===== src/rtl/alu_if.sv =====
// Operand/result bundle for the ALU. The master drives the operands and selects;
// the slave returns combinational and registered results.
interface alu_if;
    localparam int unsigned XLEN   = 32;
    localparam int unsigned OP_W   = 4;
    localparam int unsigned F3_W   = 3;

    logic [XLEN-1:0] in1;
    logic [XLEN-1:0] in2;
    logic [OP_W-1:0] alu_op;
    logic [F3_W-1:0] funct3;
    logic [XLEN-1:0] result;
    logic            cond;
    logic [XLEN-1:0] result_q;
    logic            cond_q;

    modport master (
        output in1, in2, alu_op, funct3,
        input  result, cond, result_q, cond_q
    );

    modport slave (
        input  in1, in2, alu_op, funct3,
        output result, cond, result_q, cond_q
    );
endinterface


===== src/rtl/alu.sv =====
// RV32 integer ALU: combinational result/branch compare plus a one-cycle registered copy.
// Define ALU_MULDIV_EN to build the M-extension (alu_op 12); otherwise that op yields 0.
module alu (
    input  logic clk,
    input  logic rst_n,
    alu_if.slave bus
);
    localparam int unsigned XLEN  = 32;
    localparam int unsigned SHW   = 5;

    localparam logic [3:0] OP_ADD    = 4'd0;
    localparam logic [3:0] OP_SUB    = 4'd1;
    localparam logic [3:0] OP_SLL    = 4'd2;
    localparam logic [3:0] OP_SLT    = 4'd3;
    localparam logic [3:0] OP_SLTU   = 4'd4;
    localparam logic [3:0] OP_XOR    = 4'd5;
    localparam logic [3:0] OP_SRL    = 4'd6;
    localparam logic [3:0] OP_SRA    = 4'd7;
    localparam logic [3:0] OP_OR     = 4'd8;
    localparam logic [3:0] OP_AND    = 4'd9;
    localparam logic [3:0] OP_PASSB  = 4'd10;
    localparam logic [3:0] OP_MULDIV = 4'd12;

    logic [XLEN-1:0] a;
    logic [XLEN-1:0] b;
    logic [SHW-1:0]  shamt;
    logic            eq;
    logic            lt_s;
    logic            lt_u;
    logic [XLEN-1:0] result_c;
    logic            cond_c;
    logic [XLEN-1:0] muldiv_c;

    assign a     = bus.in1;
    assign b     = bus.in2;
    assign shamt = b[SHW-1:0];
    assign eq    = (a == b);
    assign lt_s  = ($signed(a) < $signed(b));
    assign lt_u  = (a < b);

`ifdef ALU_MULDIV_EN
    localparam int unsigned PW = 2 * XLEN;
    localparam logic [XLEN-1:0] INT_MIN = {1'b1, {(XLEN-1){1'b0}}};

    logic [PW-1:0]   a_ext;
    logic [PW-1:0]   b_ext;
    logic [PW-1:0]   prod;
    logic            div_zero;
    logic            div_ovf;
    logic [XLEN-1:0] quot_s;
    logic [XLEN-1:0] quot_u;
    logic [XLEN-1:0] rem_s;
    logic [XLEN-1:0] rem_u;

    // One unsigned multiplier; extension choice makes the low 64 bits match the signed product.
    assign a_ext = (bus.funct3 == 3'b001 || bus.funct3 == 3'b010)
                 ? {{XLEN{a[XLEN-1]}}, a} : {{XLEN{1'b0}}, a};
    assign b_ext = (bus.funct3 == 3'b001)
                 ? {{XLEN{b[XLEN-1]}}, b} : {{XLEN{1'b0}}, b};
    assign prod  = a_ext * b_ext;

    assign div_zero = (b == '0);
    assign div_ovf  = (a == INT_MIN) && (b == '1);
    assign quot_s   = XLEN'($signed(a) / $signed(b));
    assign rem_s    = XLEN'($signed(a) % $signed(b));
    assign quot_u   = a / b;
    assign rem_u    = a % b;

    // Divide-by-zero and INT_MIN/-1 are resolved here, never by the divider itself.
    always_comb begin
        muldiv_c = '0;
        case (bus.funct3)
            3'b000:                 muldiv_c = prod[XLEN-1:0];
            3'b001, 3'b010, 3'b011: muldiv_c = prod[PW-1:XLEN];
            3'b100:  muldiv_c = div_zero ? '1 : (div_ovf ? INT_MIN : quot_s);
            3'b101:  muldiv_c = div_zero ? '1 : quot_u;
            3'b110:  muldiv_c = div_zero ? a  : (div_ovf ? '0 : rem_s);
            3'b111:  muldiv_c = div_zero ? a  : rem_u;
            default: muldiv_c = '0;
        endcase
    end
`else
    assign muldiv_c = '0;
`endif

    always_comb begin
        result_c = '0;
        case (bus.alu_op)
            OP_ADD:    result_c = a + b;
            OP_SUB:    result_c = a - b;
            OP_SLL:    result_c = a << shamt;
            OP_SLT:    result_c = XLEN'(lt_s);
            OP_SLTU:   result_c = XLEN'(lt_u);
            OP_XOR:    result_c = a ^ b;
            OP_SRL:    result_c = a >> shamt;
            OP_SRA:    result_c = XLEN'($signed(a) >>> shamt);
            OP_OR:     result_c = a | b;
            OP_AND:    result_c = a & b;
            OP_PASSB:  result_c = b;
            OP_MULDIV: result_c = muldiv_c;
            default:   result_c = '0;
        endcase
    end

    // Branch compare is evaluated regardless of alu_op.
    always_comb begin
        cond_c = 1'b0;
        case (bus.funct3)
            3'b000:  cond_c = eq;
            3'b001:  cond_c = ~eq;
            3'b100:  cond_c = lt_s;
            3'b101:  cond_c = ~lt_s;
            3'b110:  cond_c = lt_u;
            3'b111:  cond_c = ~lt_u;
            default: cond_c = 1'b0;
        endcase
    end

    assign bus.result = result_c;
    assign bus.cond   = cond_c;

    always_ff @(posedge clk or negedge rst_n) begin
        if (!rst_n) begin
            bus.result_q <= '0;
            bus.cond_q   <= 1'b0;
        end else begin
            bus.result_q <= result_c;
            bus.cond_q   <= cond_c;
        end
    end
endmodule


===== src/flat_wrapper.sv =====
// flat-port wrapper written by rule: the top's interface ports become plain ports
module alu_flat 
  (clk, rst_n, bus_in1, bus_in2, bus_alu_op, bus_funct3, bus_result, bus_cond, bus_result_q, bus_cond_q);
  alu_if bus_i ();
  input  logic clk;
  input  logic rst_n;
  input wire logic [$bits(bus_i.in1)-1:0] bus_in1;
  input wire logic [$bits(bus_i.in2)-1:0] bus_in2;
  input wire logic [$bits(bus_i.alu_op)-1:0] bus_alu_op;
  input wire logic [$bits(bus_i.funct3)-1:0] bus_funct3;
  output wire logic [$bits(bus_i.result)-1:0] bus_result;
  output wire logic [$bits(bus_i.cond)-1:0] bus_cond;
  output wire logic [$bits(bus_i.result_q)-1:0] bus_result_q;
  output wire logic [$bits(bus_i.cond_q)-1:0] bus_cond_q;
  assign bus_i.in1 = bus_in1;
  assign bus_i.in2 = bus_in2;
  assign bus_i.alu_op = bus_alu_op;
  assign bus_i.funct3 = bus_funct3;
  assign bus_result = bus_i.result;
  assign bus_cond = bus_i.cond;
  assign bus_result_q = bus_i.result_q;
  assign bus_cond_q = bus_i.cond_q;
  alu u_core (.clk(clk), .rst_n(rst_n), .bus(bus_i));
endmodule

===== config.mk =====
export PLATFORM = sky130hd
export DESIGN_NAME = alu_flat
export DESIGN_NICKNAME = d
export VERILOG_FILES = /design/src/rtl/alu_if.sv /design/src/rtl/alu.sv /design/src/flat_wrapper.sv
export SDC_FILE = /design/constraint.sdc
export NUM_CORES = 1
export LEC_CHECK = 0
export CAP_MARGIN = 25
export CORE_MARGIN = 2
export CORE_UTILIZATION = 30
export DETAILED_ROUTE_END_ITERATION = 8
export PLACE_DENSITY = 0.54
export SYNTH_ARGS = -nofsm -noshare
export SYNTH_HDL_FRONTEND = slang
export SYNTH_SLANG_ARGS = --single-unit

===== constraint.sdc =====
create_clock -name clk -period 10 [get_ports clk]
set_clock_uncertainty 0.05 [all_clocks]
set_input_delay 3 -clock clk [delete_from_list [all_inputs] [get_ports clk]]
set_output_delay 3 -clock clk [all_outputs]
set_load 0.01 [all_outputs]

Word level (Yosys, flattened, before mapping)

Cells that the tools add are included.

Word-level logic and storage cells: 35
Flip-flop bits (word level): 33

Mux-type cells: 2
$lt $le $gt $ge: 2
Reductions and logical operators: 2
Eq/ne operators: 16
Shift operators: 3
$add $sub $neg: 2
Bitwise logic cells: 6

Operators with widths:

| kind                                          | number |
|---|---|
| one-hot mux 32 bit (11 select lines)          | 1 |
| < comparator 32 bit                           | 2 |
| adder 32 bit                                  | 1 |
| AND 32 bit                                    | 1 |
| == test 32 bit                                | 1 |
| OR 32 bit                                     | 1 |
| left shift 32 x 5 -> 32 bit                   | 1 |
| >> shifter 32 x 5 -> 32 bit                   | 1 |
| >>> shifter 32 x 5 -> 32 bit                  | 1 |
| subtractor 32 bit                             | 1 |
| XOR 32 bit                                    | 1 |
| == test 4 x 3 -> 1 bit, second input constant | 4 |
| == test 3 bit, second input constant          | 4 |
| == test 4 bit, second input constant          | 3 |
| == test 4 x 2 -> 1 bit, second input constant | 2 |
| one-hot mux 1 bit (6 select lines)            | 1 |
| == test 4 x 1 -> 1 bit, second input constant | 1 |
| logical NOT 4 bit                             | 1 |
| == test 3 x 1 -> 1 bit, second input constant | 1 |
| logical NOT 3 bit                             | 1 |
| NOT 1 bit                                     | 3 |

Depth between registers and ports, before layout

Depth after elaboration: 3
Mapped depth: 17
Gate-level depth less buffers: 13

Worst setup path before layout

No wires, ideal clock.

Path type: input -> output
From: input bus_in2[3]
To: output bus_result[26]
Slack: 0.419 ns
Path buffers: 5
Stages: 17
Arrival time: 6.531 ns
Required time: 6.950 ns
Cell sequence: clkbuf_1 > inv_1 > buf_1 > buf_1 > clkbuf_1 > ha_1 > buf_2 > nor2_1 > a221oi_2 > nand2b_1 > a32oi_2 > a311oi_2 > o21a_1 > o31a_1 > and2_0 > o32ai_1 > nand3_1

Longest elaborated chain between the ends: 2

Ends and longest elaborated chain:

| what                                            | line               | source |
|---|---|---|
| start: declaration                              | flat_wrapper.sv:8  | `input wire logic [$bits(bus_i.in2)-1:0] bus_in2;` |
| subtractor 32 bit, or another cell as far along | alu.sv:90          | `OP_SUB: result_c = a - b;` |
| one-hot mux 32 bit (11 select lines) *          | alu.sv:88          | `case (bus.alu_op)` |
| end: declaration                                | flat_wrapper.sv:11 | `output wire logic [$bits(bus_i.result)-1:0] bus_result;` |

Mark *: on every way between the ends. The rest lies on a longest branch, timed or not.

Final worst setup path

From: input bus_in1[1]
To: output bus_result[27]

Longest elaborated chain between the ends: 2

Ends and longest elaborated chain:

| what                                            | line              | source |
|---|---|---|
| start: declaration                              | flat_wrapper.sv:7 | `input wire logic [$bits(bus_i.in1)-1:0] bus_in1;` |
| subtractor 32 bit, or another cell as far along | alu.sv:90         |  |
| one-hot mux 32 bit (11 select lines) *          | alu.sv:88         |  |

Marked as above.

==> impl_metrics.yaml <==
worst_setup_path:
  worstSetupStartpointType: "primary input"
  crit_chain: "clkdlybuf4s50_1 > inv_1 > ha_1 > o21bai_1 > a21oi_1 > o31ai_4 > a21boi_1 > a21oi_2 > a211o_1 > and3_1 > or4_1 > clkdlybuf4s50_1"
  cp.depth: 12
  cp_num_buf_inv: 3
  crit_type: "in -> out"
  cp_max_fo: 5
  cpMostUsedCell: "clkdlybuf4s50_1"
  slowest_delay_ps: 510
  crit_family: "compound AO/OA/AOI/OAI gates"
  cp_data_required_time_ps: 6950
  cp-end-kind: "output pin"
  cp.arrival_ps: 6810
  crit_path_top_delay_cell: "clkdlybuf4s50_1"
timing:
  fin_ws_ps: 136
  drv_slew: 0
  period_share_pct: 98.6
  finalSetupViolCount: 0
  relSlewSlack_pct: 35.0
  max_freq_mhz: 101
  worst_pin_slew_ps: 965
  fin_crit_ps: 9860
  hold_viol: 0
placement:
  dp_hpwl_um: 42100
  placed_cells: 1965
  place_congestion: 1.00
  io_buffers: 138
  place_ws_ps: 8.00
synth:
  synthCells: 1386
  synthArstFlopShare_pct: 100
  synth_top_area_share_pct: 12.5
  syn_area_per_cell_um2: 7.01
  ys_types: 91
  synth_flop_cell: "dfrtp_1"
  yosys.area.top_type: "ha_1"
  yosysSeqAreaShare_pct: 8.50
  netlist_top_cells_area: "ha_1 (12%), dfrtp_1 (8.5%), a21oi_1 (7.5%), mux4_2 (6.7%), nor2_1 (6.6%)"
  synth-edff-count: 0
  yosysMostFrequentCell: "nor2_1"
  yosysWarnings: 0
  syn_area_um2: 9720
  ys_ff_latch: 33
  synth_common_cells: "nor2_1 (170), a21oi_1 (145), o21ai_0 (114), nand2_1 (110), ha_1 (97)"
  syn_nets: 1558
route:
  via_per_inst: 6.24
  routed_wl_um: 51600
  routed.top_layer: "met4"
  wl_per_cell_um: 26.1
  met2WireLength_um: 21800
  first_pass_iters: 5
  route.met3.wl_um: 5390
  first_iter_violations: 1551
  final_antenna_net_count: 0
  drc: 0
  met1Wirelength_um: 22700
  dr_total_vias: 12300
die:
  die_h_um: 184
  rows: 65
  start_util_pct: 30.6
  core-area_um2: 31700
  die_w_um: 184
  die-area_um2: 33900
  pin_count: 139
final_layout:
  nets: 1744
  syn_to_final_growth_pct: 29.3
  nFillCells: 3322
  post-route-util_pct: 39.6
  fin_cells: 1977
  drive_above_1_share_pct: 15.4
global_route:
  grt_pass1_wl_um: 75300
  antenna_found_initial: 1
  grt.total_usage_pct: 29.9
  grt_pass1_vias: 11400
  grt_max_degree: 88
  grt-ovfl-total: 0
clocking:
  cts_buffers: 5
  cts_max_path_buffers: 2
  clkTransAtPathRegs_ps: 60
  cts-root-buf: "clkbuf_16"
  h-tree-depth: 2
  cts_tree: "built"
  clock_sinks: 33
job:
  maxCapViolCount: 0
power_and_ir_drop:
  power_density_nw_per_um2: 85.6
  irDropWorstVdd_mv: 0.0644
  p_leak_uw: 0.00530
min_path:
  hp-class: "in -> async"
status:
  status: "completed"
[kinds of logic after synthesis]
family                     share of synthesized area, %
muxes                                              11.9
xor gates and xnor gates                          0.541
and+or+nand+nor                                    19.0
DFF                                                8.50
AOI/OAI and AO/OA                                  38.3
buffers and inverters                              8.79
adders and majority gates                          12.9
[per-layer routing]
metal / up-vias / track usage [%]
met1: 5989 / 43.1
met2: 705 / 43.8
li1: 5557 / -
met3: 84 / 6.40
met4: 0 / 10.1
met5: - / 0
[cell type report]
cell class	instances	area (um2)	share of cell area, %
Clock buffer	5	125	0.996
Timing Repair Buffer	283	2550	20.3
Inverter	100	375	2.99
Tap cell	402	503	4.00
Clock inverter	3	17.5	0.139
Antenna cell	2	5.00	0.0398
Multi-Input combinational cell	1149	8170	65.0
Sequential cell	33	826	6.57
[through the flow]
stage | total power (uW) | setup TNS, ps | hold slack (ps) | cell area (um2)
finish | 1080 | 0 | 2720 | 12600
floorplan | 547 | 0 | 2650 | 9720
global placement | 886 | -359 | 3080 | 12300
detailed placement | 886 | 0 | 3100 | 12300
CTS | 1050 | 0 | 2770 | 12400
global route | 1130 | -2.66 | 2820 | 12600
[power breakdown]
group | leakage, uW | total [uW] | internal, uW | switching [uW]
Combinational | 0.00482 | 756 | 310 | 445
Clock | 0.0000696 | 161 | 91.4 | 69.4
Sequential | 0.000407 | 159 | 154 | 4.84
[path summary, 6_finish.rpt]
path	startpoint	to
max	bus_in1[1]	bus_result[27]
min	rst_n	u_core.bus.result_q[4]
max in group asynchronous	rst_n	u_core.bus.result_q[26]
min in group clk	bus_funct3[2]	u_core.bus.cond_q
[layout by cell type (no fill, tap or decap), types with 13 or more instances in the layout]
cell type,Yosys,final
nor2_1,170,168
a21oi_1,145,144
buf_4,1,137
clkdlybuf4s50_1,0,128
o21ai_0,114,114
nand2_1,110,110
inv_1,94,94
ha_1,97,92
mux2i_1,46,46
dfrtp_1,33,33
o211ai_1,30,30
mux4_2,29,29
a221oi_1,25,25
nand3_1,24,24
nor3_1,24,23
o22ai_1,22,22
a211oi_1,22,21
a22oi_1,21,21
a211o_1,19,19
a31oi_1,16,15
nand2b_1,14,14
o21bai_1,15,14
o21ai_1,14,13
[sequential cells by signal (all words and copies together), names as in the netlist]
register	flops
u_core.bus.result_q	32
u_core.bus.cond_q	1
[what timing repair did]
action | in CTS | in global routing
endpoints found under the setup margin | 2 | 18
gates cloned | 0 | 0
setup buffers | 0 | 2
hold buffers | 0 | 0
pin swaps | 1 | 3
resized for setup | 2 | 22
Power figures use the tool's default switching activity.
